<file path="config.mk">
export PLATFORM = sky130hd
export DESIGN_NAME = bht_ctr_update_demux_flat
export DESIGN_NICKNAME = d
export VERILOG_FILES = /design/src/rtl/bht_ctr_update_demux_if.sv /design/src/rtl/bht_ctr_update_demux.sv /design/src/flat_wrapper.sv
export SDC_FILE = /design/constraint.sdc
export NUM_CORES = 1
export LEC_CHECK = 0
export ABC_AREA = 1
export CORE_ASPECT_RATIO = 1.1
export CORE_UTILIZATION = 45
export CTS_CLUSTER_DIAMETER = 200
export CTS_CLUSTER_SIZE = 8
export DETAILED_ROUTE_END_ITERATION = 6
export HOLD_SLACK_MARGIN = 0.1
export PLACE_DENSITY = 0.88
export SETUP_SLACK_MARGIN = 0.4
export SLEW_MARGIN = 20
export SYNTH_ARGS = -nofsm -noshare
export SYNTH_HDL_FRONTEND = slang
export SYNTH_SLANG_ARGS = --single-unit
</file>
<file path="constraint.sdc">
create_clock -name i_clk -period 1.4 [get_ports i_clk]
set_input_delay 0.42 -clock i_clk [delete_from_list [all_inputs] [get_ports i_clk]]
set_output_delay 0.42 -clock i_clk [all_outputs]
set_load 0.01 [all_outputs]
</file>
<file path="src/rtl/bht_ctr_update_demux_if.sv">
// rtl/bht_ctr_update_demux_if.sv - update/flush request and counter-bank view for the BHT write side
interface bht_ctr_update_demux_if #(
    parameter int NUM_ENTRIES = 4,
    parameter int IDX_W       = 2,
    parameter int CTR_W       = 2
);
    logic                         i_upd_valid;
    logic [IDX_W-1:0]             i_upd_idx;
    logic                         i_upd_taken;
    logic                         i_upd_pred;
    logic                         o_upd_ready;
    logic                         i_flush;
    logic [NUM_ENTRIES*CTR_W-1:0] o_ctr_flat;
    logic [NUM_ENTRIES-1:0]       o_wr_onehot;
    logic                         o_busy;
    logic [15:0]                  o_mispred_cnt;

    modport master (
        output i_upd_valid, i_upd_idx, i_upd_taken, i_upd_pred, i_flush,
        input  o_upd_ready, o_ctr_flat, o_wr_onehot, o_busy, o_mispred_cnt
    );

    modport slave (
        input  i_upd_valid, i_upd_idx, i_upd_taken, i_upd_pred, i_flush,
        output o_upd_ready, o_ctr_flat, o_wr_onehot, o_busy, o_mispred_cnt
    );
endinterface

</file>
<file path="src/rtl/bht_ctr_update_demux.sv">
// rtl/bht_ctr_update_demux.sv - BHT counter bank write side: saturating update demux plus sequential flush
// Optional misprediction counter enabled by defining BHT_MISPRED_CNT_EN.
module bht_ctr_update_demux #(
    parameter int               NUM_ENTRIES = 4,
    parameter int               IDX_W       = 2,
    parameter int               CTR_W       = 2,
    parameter logic [CTR_W-1:0] INIT_STATE  = 2'b01
) (
    input  logic                  i_clk,
    input  logic                  i_rst,
    bht_ctr_update_demux_if.slave bus
);
    typedef enum logic {
        ST_IDLE  = 1'b0,
        ST_FLUSH = 1'b1
    } state_t;

    localparam logic [CTR_W-1:0]       CTR_MAX = '1;
    localparam logic [NUM_ENTRIES-1:0] ONE_HOT = {{(NUM_ENTRIES-1){1'b0}}, 1'b1};
    localparam logic [IDX_W-1:0]       PTR_END = IDX_W'(NUM_ENTRIES - 1);

    state_t               state;
    state_t               state_nxt;
    logic [IDX_W-1:0]     ptr;
    logic [IDX_W-1:0]     ptr_nxt;
    logic                 accept;
    logic                 flush_start;
    logic                 stg_valid;
    logic [IDX_W-1:0]     stg_idx;
    logic                 stg_taken;
    logic [CTR_W-1:0]     ctr [NUM_ENTRIES];
    logic [CTR_W-1:0]     cur_val;
    logic [CTR_W-1:0]     sat_val;
    logic [NUM_ENTRIES-1:0] wr_onehot;

    assign bus.o_upd_ready = (state == ST_IDLE) & ~bus.i_flush;
    assign accept          = bus.i_upd_valid & bus.o_upd_ready;
    assign flush_start     = (state == ST_IDLE) & bus.i_flush;
    assign bus.o_busy      = (state == ST_FLUSH) | stg_valid;
    assign bus.o_wr_onehot = wr_onehot;

    always_comb begin
        state_nxt = state;
        ptr_nxt   = ptr;
        case (state)
            ST_IDLE: begin
                if (bus.i_flush) begin
                    state_nxt = ST_FLUSH;
                    ptr_nxt   = '0;
                end
            end
            ST_FLUSH: begin
                ptr_nxt = ptr + 1'b1;
                if (ptr == PTR_END) begin
                    state_nxt = ST_IDLE;
                end
            end
            default: state_nxt = ST_IDLE;
        endcase
    end

    always_ff @(posedge i_clk or posedge i_rst) begin
        if (i_rst) begin
            state <= ST_IDLE;
            ptr   <= '0;
        end else begin
            state <= state_nxt;
            ptr   <= ptr_nxt;
        end
    end

    always_ff @(posedge i_clk or posedge i_rst) begin
        if (i_rst) begin
            stg_valid <= 1'b0;
            stg_idx   <= '0;
            stg_taken <= 1'b0;
        end else begin
            stg_valid <= accept;
            if (accept) begin
                stg_idx   <= bus.i_upd_idx;
                stg_taken <= bus.i_upd_taken;
            end
        end
    end

    always_comb begin
        cur_val = ctr[stg_idx];
        sat_val = cur_val;
        if (stg_taken) begin
            if (cur_val != CTR_MAX) sat_val = cur_val + 1'b1;
        end else begin
            if (cur_val != '0) sat_val = cur_val - 1'b1;
        end
    end

    // A pending stage-B write still lands on the edge FLUSH is entered; the sweep overwrites it later.
    always_ff @(posedge i_clk or posedge i_rst) begin
        if (i_rst) begin
            for (int k = 0; k < NUM_ENTRIES; k++) begin
                ctr[k] <= INIT_STATE;
            end
            wr_onehot <= '0;
        end else begin
            wr_onehot <= '0;
            if (state == ST_FLUSH) begin
                ctr[ptr]  <= INIT_STATE;
                wr_onehot <= ONE_HOT << ptr;
            end else if (stg_valid) begin
                ctr[stg_idx] <= sat_val;
                wr_onehot    <= ONE_HOT << stg_idx;
            end
        end
    end

    for (genvar k = 0; k < NUM_ENTRIES; k++) begin : g_flat
        assign bus.o_ctr_flat[k*CTR_W +: CTR_W] = ctr[k];
    end

`ifdef BHT_MISPRED_CNT_EN
    logic        stg_pred;
    logic [15:0] mispred_cnt;

    always_ff @(posedge i_clk or posedge i_rst) begin
        if (i_rst) begin
            stg_pred    <= 1'b0;
            mispred_cnt <= '0;
        end else begin
            if (accept) begin
                stg_pred <= bus.i_upd_pred;
            end
            if (flush_start) begin
                mispred_cnt <= '0;
            end else if (stg_valid && (stg_pred != stg_taken) && (mispred_cnt != 16'hFFFF)) begin
                mispred_cnt <= mispred_cnt + 16'd1;
            end
        end
    end

    assign bus.o_mispred_cnt = mispred_cnt;
`else
    logic unused_ok;
    assign unused_ok         = flush_start ^ bus.i_upd_pred;
    assign bus.o_mispred_cnt = '0;
`endif
endmodule

</file>
<file path="src/flat_wrapper.sv">
// flat-port wrapper written by rule: the top's interface ports become plain ports
module bht_ctr_update_demux_flat 
#(
    parameter int               NUM_ENTRIES = 4,
    parameter int               IDX_W       = 2,
    parameter int               CTR_W       = 2,
    parameter logic [CTR_W-1:0] INIT_STATE  = 2'b01
)
  (i_clk, i_rst, bus_i_upd_valid, bus_i_upd_idx, bus_i_upd_taken, bus_i_upd_pred, bus_i_flush, bus_o_upd_ready, bus_o_ctr_flat, bus_o_wr_onehot, bus_o_busy, bus_o_mispred_cnt);
  bht_ctr_update_demux_if #(.NUM_ENTRIES(NUM_ENTRIES), .IDX_W(IDX_W), .CTR_W(CTR_W)) bus_i ();
  input  logic i_clk;
  input  logic i_rst;
  input wire logic [$bits(bus_i.i_upd_valid)-1:0] bus_i_upd_valid;
  input wire logic [$bits(bus_i.i_upd_idx)-1:0] bus_i_upd_idx;
  input wire logic [$bits(bus_i.i_upd_taken)-1:0] bus_i_upd_taken;
  input wire logic [$bits(bus_i.i_upd_pred)-1:0] bus_i_upd_pred;
  input wire logic [$bits(bus_i.i_flush)-1:0] bus_i_flush;
  output wire logic [$bits(bus_i.o_upd_ready)-1:0] bus_o_upd_ready;
  output wire logic [$bits(bus_i.o_ctr_flat)-1:0] bus_o_ctr_flat;
  output wire logic [$bits(bus_i.o_wr_onehot)-1:0] bus_o_wr_onehot;
  output wire logic [$bits(bus_i.o_busy)-1:0] bus_o_busy;
  output wire logic [$bits(bus_i.o_mispred_cnt)-1:0] bus_o_mispred_cnt;
  assign bus_i.i_upd_valid = bus_i_upd_valid;
  assign bus_i.i_upd_idx = bus_i_upd_idx;
  assign bus_i.i_upd_taken = bus_i_upd_taken;
  assign bus_i.i_upd_pred = bus_i_upd_pred;
  assign bus_i.i_flush = bus_i_flush;
  assign bus_o_upd_ready = bus_i.o_upd_ready;
  assign bus_o_ctr_flat = bus_i.o_ctr_flat;
  assign bus_o_wr_onehot = bus_i.o_wr_onehot;
  assign bus_o_busy = bus_i.o_busy;
  assign bus_o_mispred_cnt = bus_i.o_mispred_cnt;
  bht_ctr_update_demux #(.NUM_ENTRIES(NUM_ENTRIES), .IDX_W(IDX_W), .CTR_W(CTR_W), .INIT_STATE(INIT_STATE)) u_core (.i_clk(i_clk), .i_rst(i_rst), .bus(bus_i));
endmodule
</file>
==> metrics.md, run 1 <==
| Metric | Value |
|---|---|
| Placed instance count | 190 |
| Worst Setup Path Type | flip-flop to output pin |
| Status | complete, but fails checks |
| Clk_lat worst skew | 0.31 ns |
| Drt pass-1 iters | 4 |
| Worst clock skew | 0.00356 ns |
| Yosys cell types | 26 |
| Non-filler cells, final | 212 |
| Post-synth EDFFs | 0 |
| Crit path DAT | 1.11 ns |
| CTS tree | done |
| All-Layer GR Usage | 23.5% |
| Sequential cell area fraction in the yosys report | 42.8% |
| Buffers on Ports | 20 |
| Syn_area_per_cell | 8.38 um^2 |
| Worst Setup End Kind | output pin |
| Yosys reg bits | 19 |
| Post-route ant nets | 0 |
| Worst-path cell with the longest stage delay | dfrtp_1 |
| Filler cells | 145 |
| CP Max Fanout | 2 |
| Critical path depth | 2 |
| Inserted Diodes | 0 |
| Top delay family on crit path | flip-flops |
| Die area | 2700 um^2 |
| Worst vdd ir | 1.22 mV |
| Post-synth top flop | dfrtp_1 |
| Count of final max-slew check failures | 0 |
| Dpl hpwl | 1.71 mm |
| WP buf/inv | 1 |
| Reg area | 483 um^2 |
| Initial antenna violation count | 0 |
| Setup violators final | 9 |
| Maxcap violations | 0 |
| Most frequent cell after synthesis | nand2_1 |
| Routed WL | 3.45 mm |
| Top achievable clock speed | 0.655 GHz |
| Core Rows | 18 |
| Synth top cells by count | 27 x nand2_1, 17 x buf_4, 15 x dfrtp_1, 12 x nor2_1 |
| Cell accounting for the most synthesized area | dfrtp_1 |
| I/O pin count | 38 |
| Final WS setup | -0.127 ns |
| DR WL/cell | 16.3 um |
| CP cell instances | or2_4 > buf_6 |
| Global placer's final weighted congestion | 0.908 |
| Residual DRC count | 0 |
| Clock tree buffer depth | 2 |
| Vias in the first global route | 999 |
| Yosys top cell area share | 33.4% |
| Via count | 1103 |
| Failing checks | setup timing |
| CP Launch Type | flip-flop |
| Post-route minimum period | 1.53 ns |
| Initial DRC Count | 34 |
| Leak pwr | 0.866 nW |
| Ys Warns | 0 |
| Clock Pin Slew Worst Setup and Hold Paths | 0.11 ns |
| Mapped cell area | 1120 um^2 |
| Root buffer cell | clkbuf_4 |
| Footprint of the multi-input gates | 691 um^2 |
| Total grt overflow | 0 |
| Global-route wire length before repair | 4.48 mm |
| Starting Density | 48.9% |
| Die H | 54.4 um |
| Clock H-tree levels | 1 |
| RSZ-0062 raised after global routing | true |
| Core area | 2300 um^2 |
| Register-to-Register Path Depth | 10 |
| Nets@finish | 195 |
| Layout cells sized above 1 | 56.0% |
| Type of the most critical hold path | input port to async pin |
| Largest cells by area after synthesis | dfrtp_1 33%, buf_4 11%, dfstp_2 9.4%, nand2_1 9.0%, ha_1 4.5% |
| Final period util | 109% |
| CP max stage delay | 0.40 ns |
| Setup TNS | -0.518 ns |
| Die Wd | 49.6 um |
| Clock Sinks | 19 |
| Hold violation count in the final report | 0 |
| Layout Area Growth over Synthesis | 55.2% |
| Pre-CTS WS | -0.562 ns |
| Vias/cell | 5.20 |
| Inserted Clock Buffers | 3 |
| Ys async rst share | 100% |
| # hold bufs at CTS | 0 |
| Cells after Synth | 134 |
| Pwr dens | 2000 nW/um^2 |
| Crit path required time | 0.98 ns |
| Largest net degree at the start of global routing | 20 |
[kinds of logic (layout without fill, tap and decap cells)]
logic type               after synthesis  in the layout  share of synthesized area [%]
AO/OA/AOI/OAI                         19             19                           10.0
flip-flops                            19             19                           42.8
adder cells (fa/ha/maj)                4              4                           4.45
other                                  1             16                          0.334
buffers and inverters                 31             64                           18.3
AND/OR/NAND/NOR                       60             60                           24.2
[where the power goes]
group          internal [mW]  switching (mW)  total (mW)
logic                   1.01            1.22        2.23
registers              0.741           0.221       0.962
clock network          0.112           0.184       0.296
[worst register-to-register path, delay by kind of cell (launching register included)]
family / cells / cell delay, ns
compound gates: 1 / 0.20
buf+inv: 2 / 0.18
flops: 1 / 0.56
simple gates: 7 / 0.48
[placed cells by master (no fill, tap or decap), types with 3 or more instances in the layout]
master	synthesis	routed
a21oi_2	0	5
buf_2	0	7
buf_4	17	15
buf_6	1	18
clkbuf_4	0	3
clkdlybuf4s50_1	0	5
conb_1	1	16
dfrtp_1	15	13
dfstp_2	4	4
inv_1	7	5
inv_2	3	4
nand2_1	27	15
nand2_2	8	14
nand2_4	0	4
nor2_1	12	8
nor2_2	5	5
nor2_4	0	4
o21ai_1	1	6
[worst paths after layout]
path	slack (ns)	endpoint	start
max	-0.13	bus_o_busy	u_core.stg_valid
min	0.41	u_core.bus.o_ctr_flat[7]	i_rst
max reg2reg	-0.07	u_core.bus.o_ctr_flat[7]	u_core.bus.o_ctr_flat[0]
min reg2reg	0.63	u_core.bus.o_ctr_flat[7]	u_core.bus.o_ctr_flat[7]
max in group asynchronous	0.72	u_core.bus.o_ctr_flat[2]	i_rst
min in group i_clk	0.63	u_core.bus.o_ctr_flat[7]	u_core.bus.o_ctr_flat[7]
[flip-flops by register name (all words and copies together) (netlist names)]
register	cells
u_core.ptr	2
u_core.bus.o_wr_onehot	4
u_core.state	1
u_core.stg_idx	2
u_core.stg_taken	1
u_core.bus.o_ctr_flat	8
u_core.stg_valid	1
[layout make-up]
type | count | share of cell area [%]
clock buffer | 4 | 1.51
inverter | 12 | 3.59
multi-input combinational | 99 | 39.6
sequential | 19 | 27.7
tap | 30 | 2.15
timing repair buffer | 48 | 25.5
[timing repair]
action / in CTS / in global routing
endpoints found under the hold margin: 0 / 0
endpoints found under the setup margin: 33 / 33
pin swaps: 12 / 13
gates resized for setup: 93 / 40
setup buffers: 9 / 9
[routing by layer]
metal	share of wire [%]	vias up	global-route usage (%)
met5	0	-	0
met4	4.2	0	19.5
met3	4.5	13	2.22
met2	57	57	45.5
met1	34	544	23.2
li1	-	489	-
[per-stage QoR]
stage	total power, mW	area [um^2]	hold WS (ns)	util, %
final	3.49	1740	0.410	75.9
after global routing	3.65	1740	0.461	75.9
after CTS	2.86	1530	0.425	66.6
after detailed placement	2.20	1350	0.532	58.8
after global placement	2.13	1350	0.523	58.8
after floorplan	1.83	1190	0.368	-
(Power assumes the default switching activity.)
==> run 2: changes to the inputs <==
--- a/config.mk
+++ b/config.mk
@@ -12,8 +12,8 @@
 export CTS_CLUSTER_SIZE = 8
 export DETAILED_ROUTE_END_ITERATION = 6
 export HOLD_SLACK_MARGIN = 0.1
-export PLACE_DENSITY = 0.88
-export SETUP_SLACK_MARGIN = 0.4
+export PLACE_DENSITY = 0.76
+export SETUP_SLACK_MARGIN = 0.15
 export SLEW_MARGIN = 20
 export SYNTH_ARGS = -nofsm -noshare
 export SYNTH_HDL_FRONTEND = slang
==> run 2 against run 1 <==
  * The run still ends with setup timing left
  * Clock-buffer cell count is the same
  * Sequential share of layout area grew 3.6 points
  * Largest cell class unchanged
  * Clock power is 4% lower
  * Highest routed layer unchanged
  * Routed wire length down 26%
==> metrics.md, run 2 (same netlist as run 1, synthesis figures left out) <==
| Metric | Value |
|---|---|
| Busiest grt layer | met2 |
| Type of the most critical hold path | input port to async pin |
| Root buffer cell | clkbuf_4 |
| Most common cell after layout, fill and taps aside | nand2_1 |
| Final period util | 109% |
| Clock tree buffer depth | 2 |
| Via count | 997 |
| Met2 Use GR | 34.0% |
| Routed WL | 2.55 mm |
| Psw | 1.36 mW |
| Post-route minimum period | 1.53 ns |
| Maxcap violations | 0 |
| CP Max Fanout | 2 |
| Reg2reg end | u_core.bus.o_ctr_flat[5] |
| Initial DRC Count | 19 |
| Status | complete, but fails checks |
| RSZ-0062 raised after global routing | true |
| Pwr dens | 1910 nW/um^2 |
| CTS tree | done |
| Die Wd | 49.6 um |
| Core Rows | 18 |
| Crit path DAT | 1.11 ns |
| Top achievable clock speed | 0.653 GHz |
| Die H | 54.4 um |
| Post-route ant nets | 0 |
| Drt pass-1 iters | 4 |
| Layout cells sized above 1 | 44.6% |
| Combinational power share | 58.3% |
| M3 GR Usage | 2.22% |
| Cell area after placement | 1330 um^2 |
| CP Launch Type | flip-flop |
| Placed instance count | 189 |
| Register-to-Register Path Depth | 9 |
| Die area | 2700 um^2 |
| Vias/cell | 4.86 |
| Inserted Diodes | 0 |
| Pre-CTS WS | -0.511 ns |
| Grt met1 use | 21.3% |
| Total grt overflow | 0 |
| Global placer's final weighted congestion | 0.923 |
| Fin area | 1540 um^2 |
| Clock power frac | 9.6% |
| Starting Density | 48.9% |
| Worst clock skew | 0.00367 ns |
| Crit path required time | 0.98 ns |
| Pint | 1.59 mW |
| Largest register FFs | 8 |
| Residual DRC count | 0 |
| # hold bufs at CTS | 0 |
| Global-route wire length before repair | 3.82 mm |
| Clk_lat worst skew | 0.30 ns |
| Worst vdd ir | 1.25 mV |
| Clock Pin Slew Worst Setup and Hold Paths | 0.11 ns |
| R2R setup slack | 0.02 ns |
| Dpl hpwl | 1.63 mm |
| Nets@finish | 188 |
| Clock Sinks | 19 |
| Clock H-tree levels | 1 |
| Leak pwr | 0.807 nW |
| Buffers on Ports | 20 |
| RR Startpoint | u_core.bus.o_ctr_flat[2] |
| Non-filler cells, final | 205 |
| Setup violators final | 2 |
| Failing checks | setup timing |
| Final WS setup | -0.132 ns |
| Commonest cells after routing, fill and taps aside | 20 x nand2_1, 16 x conb_1, 16 x buf_4, 13 x dfrtp_1, 11 x nor2_1 |
| Worst Setup Path Type | flip-flop to output pin |
| Largest net degree at the start of global routing | 20 |
| Count of final max-slew check failures | 0 |
| Flop pwr share | 32.1% |
| All-Layer GR Usage | 18.5% |
| Vias in the first global route | 944 |
| I/O pin count | 38 |
| Final core utilization | 67.1% |
| DR WL/cell | 12.4 um |
| Worst Setup End Kind | output pin |
| Core area | 2300 um^2 |
| Inserted Clock Buffers | 3 |
| Initial antenna violation count | 0 |
| Hold violation count in the final report | 0 |
| Switching Fraction | 46.1% |
| Layout Area Growth over Synthesis | 37.2% |
run 2: cell count changes in the layout (fill, tap and decap cells not counted), sizes merged:
| cell | delta |
|---|---|
| buf | -7 |
| clkinv | +1 |
| inv | -1 |
run 2: worst max path at each step:
stage	from	endpoint	slack, ns	depth (start not counted)
final	u_core.stg_valid	bus_o_busy	-0.13	2
after global routing	u_core.stg_valid	bus_o_busy	-0.18	2
after CTS	u_core.state	bus_o_busy	-0.12	2
after detailed placement	bus_i_flush	bus_o_upd_ready	-0.51	3
after global placement	bus_i_flush	bus_o_upd_ready	-0.50	3
after floorplan	u_core.state	bus_o_busy	0.23	2
run 2: routing by layer:
layer / share of wire (%) / vias up
met5: 0 / -
met4: 2.7 / 0
met2: 50 / 47
met3: 5.6 / 9
li1: - / 475
met1: 41 / 466
run 2: stage by stage:
| stage | total power [mW] | TNS, ns | hold WS [ns] |
|---|---|---|---|
| floorplan | 1.79 | 0 | 0.368 |
| global placement | 2.10 | -0.972 | 0.524 |
| detailed placement | 2.15 | -1.11 | 0.527 |
| CTS | 2.61 | -0.196 | 0.439 |
| global route | 3.14 | -0.568 | 0.445 |
| finish | 2.95 | -0.220 | 0.429 |
run 2: area by class of cell:
cell class	count	area, um^2
timing repair buffer	41	337
fill	175	756
tap	30	37.5
multi-input combinational	99	603
inverter	12	55.1
sequential	19	483
clock buffer	4	26.3
run 2: timing repair:
item                       CTS  global route
setup endpoints to repair   22            21
setup buffers               10             2
resized for setup           78            18
pin swaps                    5             9
hold endpoints to repair     0             0
run 2: power by group through the flow:
stage / sequential [mW] / clock, mW / combinational, mW
global placement: 0.919 / 0 / 1.18
global route: 0.962 / 0.319 / 1.86
detailed placement: 0.931 / 0 / 1.22
finish: 0.945 / 0.284 / 1.72
CTS: 0.923 / 0.287 / 1.40
floorplan: 0.886 / 0 / 0.907
run 2: critical path: stages, from the launching register on:
cell	delay, ns
dfrtp_1	0.41
or2_1	0.26
buf_2	0.15
